**src/rtl/mem_bus_arbiter.sv**
```systemverilog
// mem_bus_arbiter: shares one 32-bit word-wide memory port between the instruction-fetch
// requester (IF) and the load/store requester (DM). DM has fixed priority over IF.
// Handles RV32I byte enables, store lane replication, load extraction with sign/zero
// extension, misalignment / illegal-funct3 rejection and a bus timeout watchdog.
//
// Ports:
//   clk, rst                        clock, asynchronous active-high reset
//   if_req/if_addr                  fetch request (held until if_ready)
//   if_ready/if_inst/if_err         one-cycle fetch completion, instruction, error
//   dm_req/dm_we/dm_funct3/
//   dm_addr/dm_wdata                load/store request (held until dm_ready)
//   dm_ready/dm_rdata/dm_err        one-cycle data completion, extended load data, error
//   mem_req/mem_we/mem_be/
//   mem_addr/mem_wdata              memory request (word address, lane-replicated data)
//   mem_ack/mem_rdata               memory completion, read word valid with mem_ack
//
// All outputs are registered. A watchdog abandons an access after TIMEOUT_CYCLES cycles
// without mem_ack (0 disables it). Store completions return dm_rdata=0.
module mem_bus_arbiter #(
  parameter int unsigned TIMEOUT_CYCLES = 255,
  parameter int unsigned TO_WIDTH       = 8
) (
  input  logic        clk,
  input  logic        rst,
  input  logic        if_req,
  input  logic [31:0] if_addr,
  output logic        if_ready,
  output logic [31:0] if_inst,
  output logic        if_err,
  input  logic        dm_req,
  input  logic        dm_we,
  input  logic [2:0]  dm_funct3,
  input  logic [31:0] dm_addr,
  input  logic [31:0] dm_wdata,
  output logic        dm_ready,
  output logic [31:0] dm_rdata,
  output logic        dm_err,
  output logic        mem_req,
  output logic        mem_we,
  output logic [3:0]  mem_be,
  output logic [31:0] mem_addr,
  output logic [31:0] mem_wdata,
  input  logic        mem_ack,
  input  logic [31:0] mem_rdata
);

  typedef enum logic [2:0] {StIdle, StFetch, StData, StRespIf, StRespDm} state_e;

  state_e state_q, state_d;

  logic [TO_WIDTH-1:0] to_cnt_q, to_cnt_d, to_cnt_inc;
  logic                to_hit;

  // Attributes of the DM access in flight, needed to extract load data on mem_ack.
  logic       dm_we_q, dm_we_d;
  logic [2:0] dm_f3_q, dm_f3_d;
  logic [1:0] dm_off_q, dm_off_d;

  // Next values of the registered outputs.
  logic        if_ready_d, if_err_d, dm_ready_d, dm_err_d;
  logic [31:0] if_inst_d, dm_rdata_d;
  logic        mem_req_d, mem_we_d;
  logic [3:0]  mem_be_d;
  logic [31:0] mem_addr_d, mem_wdata_d;

  // Request decode.
  logic        dm_illegal, dm_misaligned, dm_bad;
  logic [3:0]  dm_be;
  logic [31:0] dm_wrep;

  // Load extraction.
  logic [7:0]  ld_byte;
  logic [15:0] ld_half;
  logic [31:0] ld_data;

  always_comb begin
    // Stores: only SB/SH/SW. Loads: LB/LH/LW/LBU/LHU.
    if (dm_we) begin
      dm_illegal = dm_funct3[2] | (dm_funct3[1:0] == 2'b11);
    end else begin
      dm_illegal = (dm_funct3[1:0] == 2'b11) | (dm_funct3 == 3'b110);
    end
    dm_misaligned = ((dm_funct3[1:0] == 2'b01) & dm_addr[0]) |
                    ((dm_funct3[1:0] == 2'b10) & (dm_addr[1:0] != 2'b00));
    dm_bad = dm_illegal | dm_misaligned;

    dm_be   = 4'b1111;
    dm_wrep = dm_wdata;
    if (dm_we) begin
      case (dm_funct3[1:0])
        2'b00: begin
          dm_be   = 4'b0001 << dm_addr[1:0];
          dm_wrep = {4{dm_wdata[7:0]}};
        end
        2'b01: begin
          dm_be   = dm_addr[1] ? 4'b1100 : 4'b0011;
          dm_wrep = {2{dm_wdata[15:0]}};
        end
        default: begin
          dm_be   = 4'b1111;
          dm_wrep = dm_wdata;
        end
      endcase
    end
  end

  always_comb begin
    ld_byte = mem_rdata[{dm_off_q, 3'b000} +: 8];
    ld_half = dm_off_q[1] ? mem_rdata[31:16] : mem_rdata[15:0];
    case (dm_f3_q)
      3'b000:  ld_data = {{24{ld_byte[7]}}, ld_byte};
      3'b100:  ld_data = {24'h0, ld_byte};
      3'b001:  ld_data = {{16{ld_half[15]}}, ld_half};
      3'b101:  ld_data = {16'h0, ld_half};
      default: ld_data = mem_rdata;
    endcase
  end

  // Watchdog: the counter holds the number of ack-less cycles already spent in the access.
  always_comb begin
    to_cnt_inc = to_cnt_q + TO_WIDTH'(1);
    to_hit     = (TIMEOUT_CYCLES != 0) && !mem_ack &&
                 (to_cnt_inc == TO_WIDTH'(TIMEOUT_CYCLES));
  end

  // State register.
  always_ff @(posedge clk or posedge rst) begin
    if (rst) begin
      state_q  <= StIdle;
      to_cnt_q <= '0;
    end else begin
      state_q  <= state_d;
      to_cnt_q <= to_cnt_d;
    end
  end

  // Next-state logic.
  always_comb begin
    state_d  = state_q;
    to_cnt_d = '0;
    case (state_q)
      StIdle: begin
        if (dm_req) begin
          state_d = dm_bad ? StRespDm : StData;
        end else if (if_req) begin
          state_d = (if_addr[1:0] != 2'b00) ? StRespIf : StFetch;
        end
      end
      StFetch, StData: begin
        if (mem_ack || to_hit) begin
          state_d = (state_q == StFetch) ? StRespIf : StRespDm;
        end else begin
          to_cnt_d = to_cnt_inc;
        end
      end
      StRespIf, StRespDm: state_d = StIdle;
      default:            state_d = StIdle;
    endcase
  end

  // Output logic: next values for the output registers.
  always_comb begin
    if_ready_d  = 1'b0;
    dm_ready_d  = 1'b0;
    if_inst_d   = if_inst;
    if_err_d    = if_err;
    dm_rdata_d  = dm_rdata;
    dm_err_d    = dm_err;
    mem_req_d   = mem_req;
    mem_we_d    = mem_we;
    mem_be_d    = mem_be;
    mem_addr_d  = mem_addr;
    mem_wdata_d = mem_wdata;
    dm_we_d     = dm_we_q;
    dm_f3_d     = dm_f3_q;
    dm_off_d    = dm_off_q;
    case (state_q)
      StIdle: begin
        if (dm_req) begin
          if (dm_bad) begin
            dm_ready_d = 1'b1;
            dm_err_d   = 1'b1;
            dm_rdata_d = '0;
          end else begin
            mem_req_d   = 1'b1;
            mem_we_d    = dm_we;
            mem_be_d    = dm_be;
            mem_addr_d  = {dm_addr[31:2], 2'b00};
            mem_wdata_d = dm_wrep;
            dm_we_d     = dm_we;
            dm_f3_d     = dm_funct3;
            dm_off_d    = dm_addr[1:0];
          end
        end else if (if_req) begin
          if (if_addr[1:0] != 2'b00) begin
            if_ready_d = 1'b1;
            if_err_d   = 1'b1;
            if_inst_d  = '0;
          end else begin
            mem_req_d   = 1'b1;
            mem_we_d    = 1'b0;
            mem_be_d    = 4'b1111;
            mem_addr_d  = if_addr;
            mem_wdata_d = '0;
          end
        end
      end
      StFetch: begin
        if (mem_ack || to_hit) begin
          mem_req_d  = 1'b0;
          if_ready_d = 1'b1;
          if_err_d   = !mem_ack;
          if_inst_d  = mem_ack ? mem_rdata : 32'h0;
        end
      end
      StData: begin
        if (mem_ack || to_hit) begin
          mem_req_d  = 1'b0;
          dm_ready_d = 1'b1;
          dm_err_d   = !mem_ack;
          dm_rdata_d = (mem_ack && !dm_we_q) ? ld_data : 32'h0;
        end
      end
      default: ;
    endcase
  end

  // Output and attribute registers.
  always_ff @(posedge clk or posedge rst) begin
    if (rst) begin
      if_ready  <= 1'b0;
      if_inst   <= '0;
      if_err    <= 1'b0;
      dm_ready  <= 1'b0;
      dm_rdata  <= '0;
      dm_err    <= 1'b0;
      mem_req   <= 1'b0;
      mem_we    <= 1'b0;
      mem_be    <= '0;
      mem_addr  <= '0;
      mem_wdata <= '0;
      dm_we_q   <= 1'b0;
      dm_f3_q   <= '0;
      dm_off_q  <= '0;
    end else begin
      if_ready  <= if_ready_d;
      if_inst   <= if_inst_d;
      if_err    <= if_err_d;
      dm_ready  <= dm_ready_d;
      dm_rdata  <= dm_rdata_d;
      dm_err    <= dm_err_d;
      mem_req   <= mem_req_d;
      mem_we    <= mem_we_d;
      mem_be    <= mem_be_d;
      mem_addr  <= mem_addr_d;
      mem_wdata <= mem_wdata_d;
      dm_we_q   <= dm_we_d;
      dm_f3_q   <= dm_f3_d;
      dm_off_q  <= dm_off_d;
    end
  end

endmodule

```
**config.mk**
```make
export PLATFORM = sky130hd
export DESIGN_NAME = mem_bus_arbiter
export DESIGN_NICKNAME = d
export VERILOG_FILES = /design/src/rtl/mem_bus_arbiter.sv
export SDC_FILE = /design/constraint.sdc
export NUM_CORES = 1
export LEC_CHECK = 0
export CAP_MARGIN = 25
export CORE_ASPECT_RATIO = 1.5
export CORE_MARGIN = 2
export CORE_UTILIZATION = 60
export CTS_CLUSTER_DIAMETER = 100
export DETAILED_ROUTE_END_ITERATION = 8
export DONT_BUFFER_PORTS = 1
export HOLD_SLACK_MARGIN = 0.03
export PLACE_DENSITY = 0.76
export SLEW_MARGIN = 20
export SYNTH_ARGS = -nofsm -noshare
export SYNTH_HDL_FRONTEND = slang
export SYNTH_SLANG_ARGS = --single-unit
```
**constraint.sdc**
```tcl
create_clock -name clk -period 9.9 [get_ports clk]
set_input_delay 1.98 -clock clk [delete_from_list [all_inputs] [get_ports clk]]
set_output_delay 1.98 -clock clk [all_outputs]
set_load 0.02 [all_outputs]
```
# Word level (Yosys, flattened, before mapping)
# Cells that the tools add are included.
[totals]
input_bits = 137
word_cells = 136
regBits = 155
output_inout_bits = 138
[classes]
bitwise = 7
n_eq_ne = 23
add_sub_neg = 1
mux = 66
shifts = 2
n_reduce_logical = 21
[op_table]
columns = ["cell", "n"]
rows = [
  ["$mux W32", 18],
  ["$pmux W32 S2", 3],
  ["$pmux W32 S4", 1],
  ["$shiftx A32 B6 Y8", 1],
  ["$mux W4", 6],
  ["$mux W1", 22],
  ["$ne A2 B2 Y1 const B", 9],
  ["$mux W16", 1],
  ["$mux W8", 2],
  ["$mux W3", 5],
  ["$reduce_bool A2 Y1", 6],
  ["$pmux W1 S2", 5],
  ["$reduce_and A5 Y1", 2],
  ["$eq A3 B3 Y1 const B", 3],
  ["$ne A3 B3 Y1 const B", 3],
  ["$add A8 B1 Y8 const B", 1],
  ["$eq A8 B8 Y1 const B", 1],
  ["$pmux W4 S2", 1],
  ["$reduce_and A4 Y1", 2],
  ["$eq A3 B1 Y1 const B", 2],
  ["$logic_not A3 Y1", 2],
  ["$pmux W3 S2", 1],
  ["$eq A2 B2 Y1 const B", 2],
  ["$or A1 B1 Y1", 4],
  ["14 further kinds", 17],
]

# Longest topological paths before layout
[depth]
word_depth = 7
mapped_depth = 9
mapped_depth_nobuf = 7

# Worst setup path before layout
# Ideal clock, no wire load.
[synth_timing]
path_kind = "input -> register"
from = "input dm_addr[1]"
to = "register mem_wdata[0]"
setup_ns = 0.121
t_required_ns = 9.779
stages = 6
slack_ns = 6.393
path_buffers = 2
arrival_ns = 3.386
path_cell_list = "or4_1 -> a21boi_1 -> o21ai_1 -> buf_2 -> clkbuf_1 -> a22o_1"
[synth_between]
elab_chain_cells = 6
[synth_rtl]
columns = ["item", "line_no", "source"]
rows = [
  ["start: declaration", "33", "input logic [31:0] dm_addr,"],
  ["$reduce_bool A2 Y1", "84", "((dm_funct3[1:0] == 2'b10) & (dm_addr[1:0] != 2'b00));"],
  ["$and A1 B1 Y1", "84", ""],
  ["$or A1 B1 Y1", "83", "dm_misaligned = ((dm_funct3[1:0] == 2'b01) & dm_addr[0]) |"],
  ["$or A1 B1 Y1", "85", "dm_bad = dm_illegal | dm_misaligned;"],
  ["$ne A2 B2 Y1 (no line)", "--", ""],
  ["$reduce_and A4 Y1 (no line)", "--", ""],
  ["end signal: assignment", "256", "mem_wdata <= mem_wdata_d;"],
  ["end: declaration", "42", "output logic [31:0] mem_wdata,"],
]
# No other way between the ends.
# A chain may end at the register's enable or synchronous reset.

# Worst setup path after layout
[layout_timing]
from = "input dm_addr[1]"
to = "register mem_wdata[12]"
# Same word-level chain as after synthesis.

==> impl_summary.log <==
[metrics] average via count per standard cell: 6.42
[metrics] number of remaining DRC errors: 0
[metrics] Post-CTS Setup Repair Bufs: 0
[metrics] endpoint type of the worst setup path: flop
[metrics] most frequent cell after synthesis: sky130_fd_sc_hd__nand2_1
[metrics] CTS Sinks: 155
[metrics] post-synth design cell area: 7220 um^2
[metrics] Die Ht: 138 um
[metrics] clock buffer depth: 2
[metrics] achievable clock frequency: 279 MHz
[metrics] Layout Utilization: 0.667
[metrics] result of the run: finished, final reports clean
[metrics] Hold Worst Slack: 557 ps
[metrics] WHS Endpoint: to_cnt_q[0]
[metrics] global-route congestion overflow total: 0
[metrics] static leakage: 3.59 nW
[metrics] Pre-antenna DRT Iters: 5
[metrics] count of state elements after synthesis: 155
[metrics] final number of hold-violating endpoints: 0
[metrics] maximum number of pins on one net before global-route repair: 94
[metrics] final-report setup violation count: 0
[metrics] Skew-Pair Late Insertion Delay: 420 ps
[metrics] top_reg_cell synth: sky130_fd_sc_hd__dfrtp_1
[metrics] Seq/Total Area, Yosys: 0.537
[metrics] final cycle utilization of the critical path: 0.362
[metrics] Initial Util: 0.607
[metrics] Final Routed Wirelength: 20.5 mm
[metrics] total number of vias: 5591
[metrics] syn nets: 869
[metrics] post-CTS sizing: 0
[metrics] arrival time at the worst endpoint: 3900 ps
[metrics] Unique masters post-synth: 57
[metrics] critical register-to-register path startpoint: to_cnt_q[0]
[metrics] initial antenna violation count: 0
[metrics] routability congestion estimate from global placement: 0.967
[metrics] maximum VDD drop: 0.000180 V
[metrics] count of mapped cells out of synthesis: 730
[metrics] Area Overhead vs Synth: 9.77%
[metrics] Yosys warning total: 0
[metrics] worst reg-to-reg setup slack: 7420 ps
[metrics] pre-CTS worst setup slack: 5670 ps
[metrics] total power consumption of the routed design: 2.64 mW
[metrics] post-DR wirelength/cell: 23.5 um
[metrics] Final Worst Setup Slack: 6320 ps
[metrics] relative slew slack: 0.446
[metrics] share of flip-flops with an asynchronous set or reset after synthesis: 1.00
[metrics] share of final-layout standard cells stronger than drive strength 1: 0.107
[metrics] number of synthesized flops with an enable pin: 0
[metrics] post-synthesis cell type with the largest combined area: sky130_fd_sc_hd__dfrtp_1
[metrics] via count of the first global-routing pass: 5734
[metrics] path type of the worst min-delay path: reg -> reg
[metrics] Setup Total Neg Slack: 0 ps
[metrics] I/O pin count: 275
[metrics] endpoint of the worst register-to-register path: dm_rdata[5]
[metrics] combined global-route utilization of all metal layers: 0.315
[metrics] top post-synthesis cells by count: sky130_fd_sc_hd__nand2_1 (165), sky130_fd_sc_hd__dfrtp_1 (155), sky130_fd_sc_hd__o21ai_0 (47)
[metrics] setup repair after global routing missed its margin: false
[metrics] maximum level of the CTS H-tree: 4
[metrics] overall die width: 93.6 um
[metrics] area share of the largest cell type after synthesis: 0.537
[metrics] total power density per cell area: 334 nW/um^2
[metrics] Buffers on Ports: 0
[metrics] detailed placer's ending HPWL: 15.3 mm
[metrics] diode count: 0
[metrics] clock-pin slew on the worst setup and hold paths: 60 ps
[metrics] FF-to-FF path depth: 7
[metrics] cts bufs inserted: 17
[metrics] max-cap violations: 0
[metrics] clk_skew: 8.46 ps
[metrics] violation count after the first detailed-route iteration: 275
[metrics] Clk Tree Root Cell: sky130_fd_sc_hd__clkbuf_16
[metrics] Critical Path RT: 10210 ps
[metrics] kind of critical path: in -> reg
[metrics] slew of the pin with the lowest slew margin: 828 ps
[metrics] number of stages on the worst hold path: 1
[metrics] CTS tree: done
[metrics] number of routed nets with antenna violations: 0
[metrics] final critical-path required period: 3580 ps
[metrics] leading post-synthesis cells by cell area: sky130_fd_sc_hd__dfrtp_1 (54%), sky130_fd_sc_hd__nand2_1 (8.6%), sky130_fd_sc_hd__mux2i_1 (5.1%)
[metrics] mean cell area of the mapped netlist: 9.89 um^2
[metrics] total number of placement rows: 49
[metrics] first-pass GRT wire length: 31.1 mm
[metrics] largest fanout on the critical path: 59
[metrics] nets@finish: 844
[metrics] pins over their slew limit: 0
[metrics] count of hold-fix buffers inserted at cts: 0
[metrics] full die area: 13000 um^2
[metrics] kind of start point of the critical path: input port
[metrics] core area: 11900 um^2
[metrics] hold path startpoint: to_cnt_q[0]
[how the worst max path moves through the flow]
stage / endpoint / from / cells after the start
after floorplan: dm_err / rst / 1
after global placement: dm_rdata[23] / mem_ack / 3
after detailed placement: dm_rdata[5] / dm_addr[1] / 6
after CTS: dm_rdata[5] / dm_addr[1] / 6
after global routing: mem_wdata[29] / dm_addr[1] / 5
final: mem_wdata[12] / dm_addr[1] / 5
[through the flow]
step | area, um^2 | std cells
3_3_place_gp | 7240 | 836
3_5_place_dp | 7310 | 838
4_1_cts | 7910 | 870
2_1_floorplan | 7220 | 730
5_1_grt | 7930 | 871
6_report | 7930 | 871
[where the power goes]
group,internal [mW],switching (mW)
registers,0.887,0.544
clock network,0.386,0.274
logic,0.246,0.308
[state kept, by name (all words and copies together), names as in the netlist, 2 cells and up]
register	count
dm_rdata	32
if_inst	32
mem_addr	32
mem_wdata	32
to_cnt_q	8
mem_be	4
dm_f3_q	3
state_q	3
dm_off_q	2
[area by class of cell]
cell class,count,area [um^2]
timing repair buffer,6,92.6
inverter,19,76.3
clock buffer,19,443
tap,153,191
multi-input combinational,506,3090
fill,937,3970
sequential,155,3880
clock inverter,13,156
[layer usage]
metal	wire, um	track usage	vias up
li1	-	-	2516
met1	6720	0.348	2686
met2	10700	0.548	343
met3	2270	0.104	46
met4	744	0.134	0
met5	0	0	-
[kinds of logic after synthesis]
logic type,synth area share
and+or+nand+nor,0.157
AOI/OAI and AO/OA,0.169
DFF,0.537
buffers and inverters,0.0400
muxes,0.0856
xor gates and xnor gates,0.00849
adders and majority gates,0.00346
[worst max-delay path, cell delays in order]
cell and delay (ps):
sky130_fd_sc_hd__or4_1 540, sky130_fd_sc_hd__a21boi_1 350, sky130_fd_sc_hd__o21ai_4 270, sky130_fd_sc_hd__buf_4 400
sky130_fd_sc_hd__o31ai_1 320
[placed cells by master (no fill, tap or decap), types with 3 or more instances in the layout]
cell type                   instances
sky130_fd_sc_hd__nand2_1          165
sky130_fd_sc_hd__dfrtp_1          155
sky130_fd_sc_hd__o21ai_0           47
sky130_fd_sc_hd__o21ai_1           43
sky130_fd_sc_hd__nor2_1            39
sky130_fd_sc_hd__mux2i_1           37
sky130_fd_sc_hd__a221o_1           17
sky130_fd_sc_hd__clkbuf_16         17
sky130_fd_sc_hd__inv_1             16
sky130_fd_sc_hd__o31ai_1           16
sky130_fd_sc_hd__mux2_2            14
sky130_fd_sc_hd__nand3_1           13
sky130_fd_sc_hd__o22ai_1           11
sky130_fd_sc_hd__a22o_1            10
sky130_fd_sc_hd__o2bb2ai_1          8
sky130_fd_sc_hd__and2_1             7
sky130_fd_sc_hd__inv_6              7
sky130_fd_sc_hd__or2_2              6
sky130_fd_sc_hd__o2111ai_1          5
sky130_fd_sc_hd__nand2b_1           4
sky130_fd_sc_hd__xor2_1             4
sky130_fd_sc_hd__nor2b_1            4
sky130_fd_sc_hd__mux4_2             4
sky130_fd_sc_hd__nor3_1             3
sky130_fd_sc_hd__xnor2_1            3
sky130_fd_sc_hd__o22a_1             3
sky130_fd_sc_hd__a22oi_1            3
sky130_fd_sc_hd__o221ai_1           3
sky130_fd_sc_hd__buf_4              3
No activity file was read; power rests on OpenSTA's default activity.
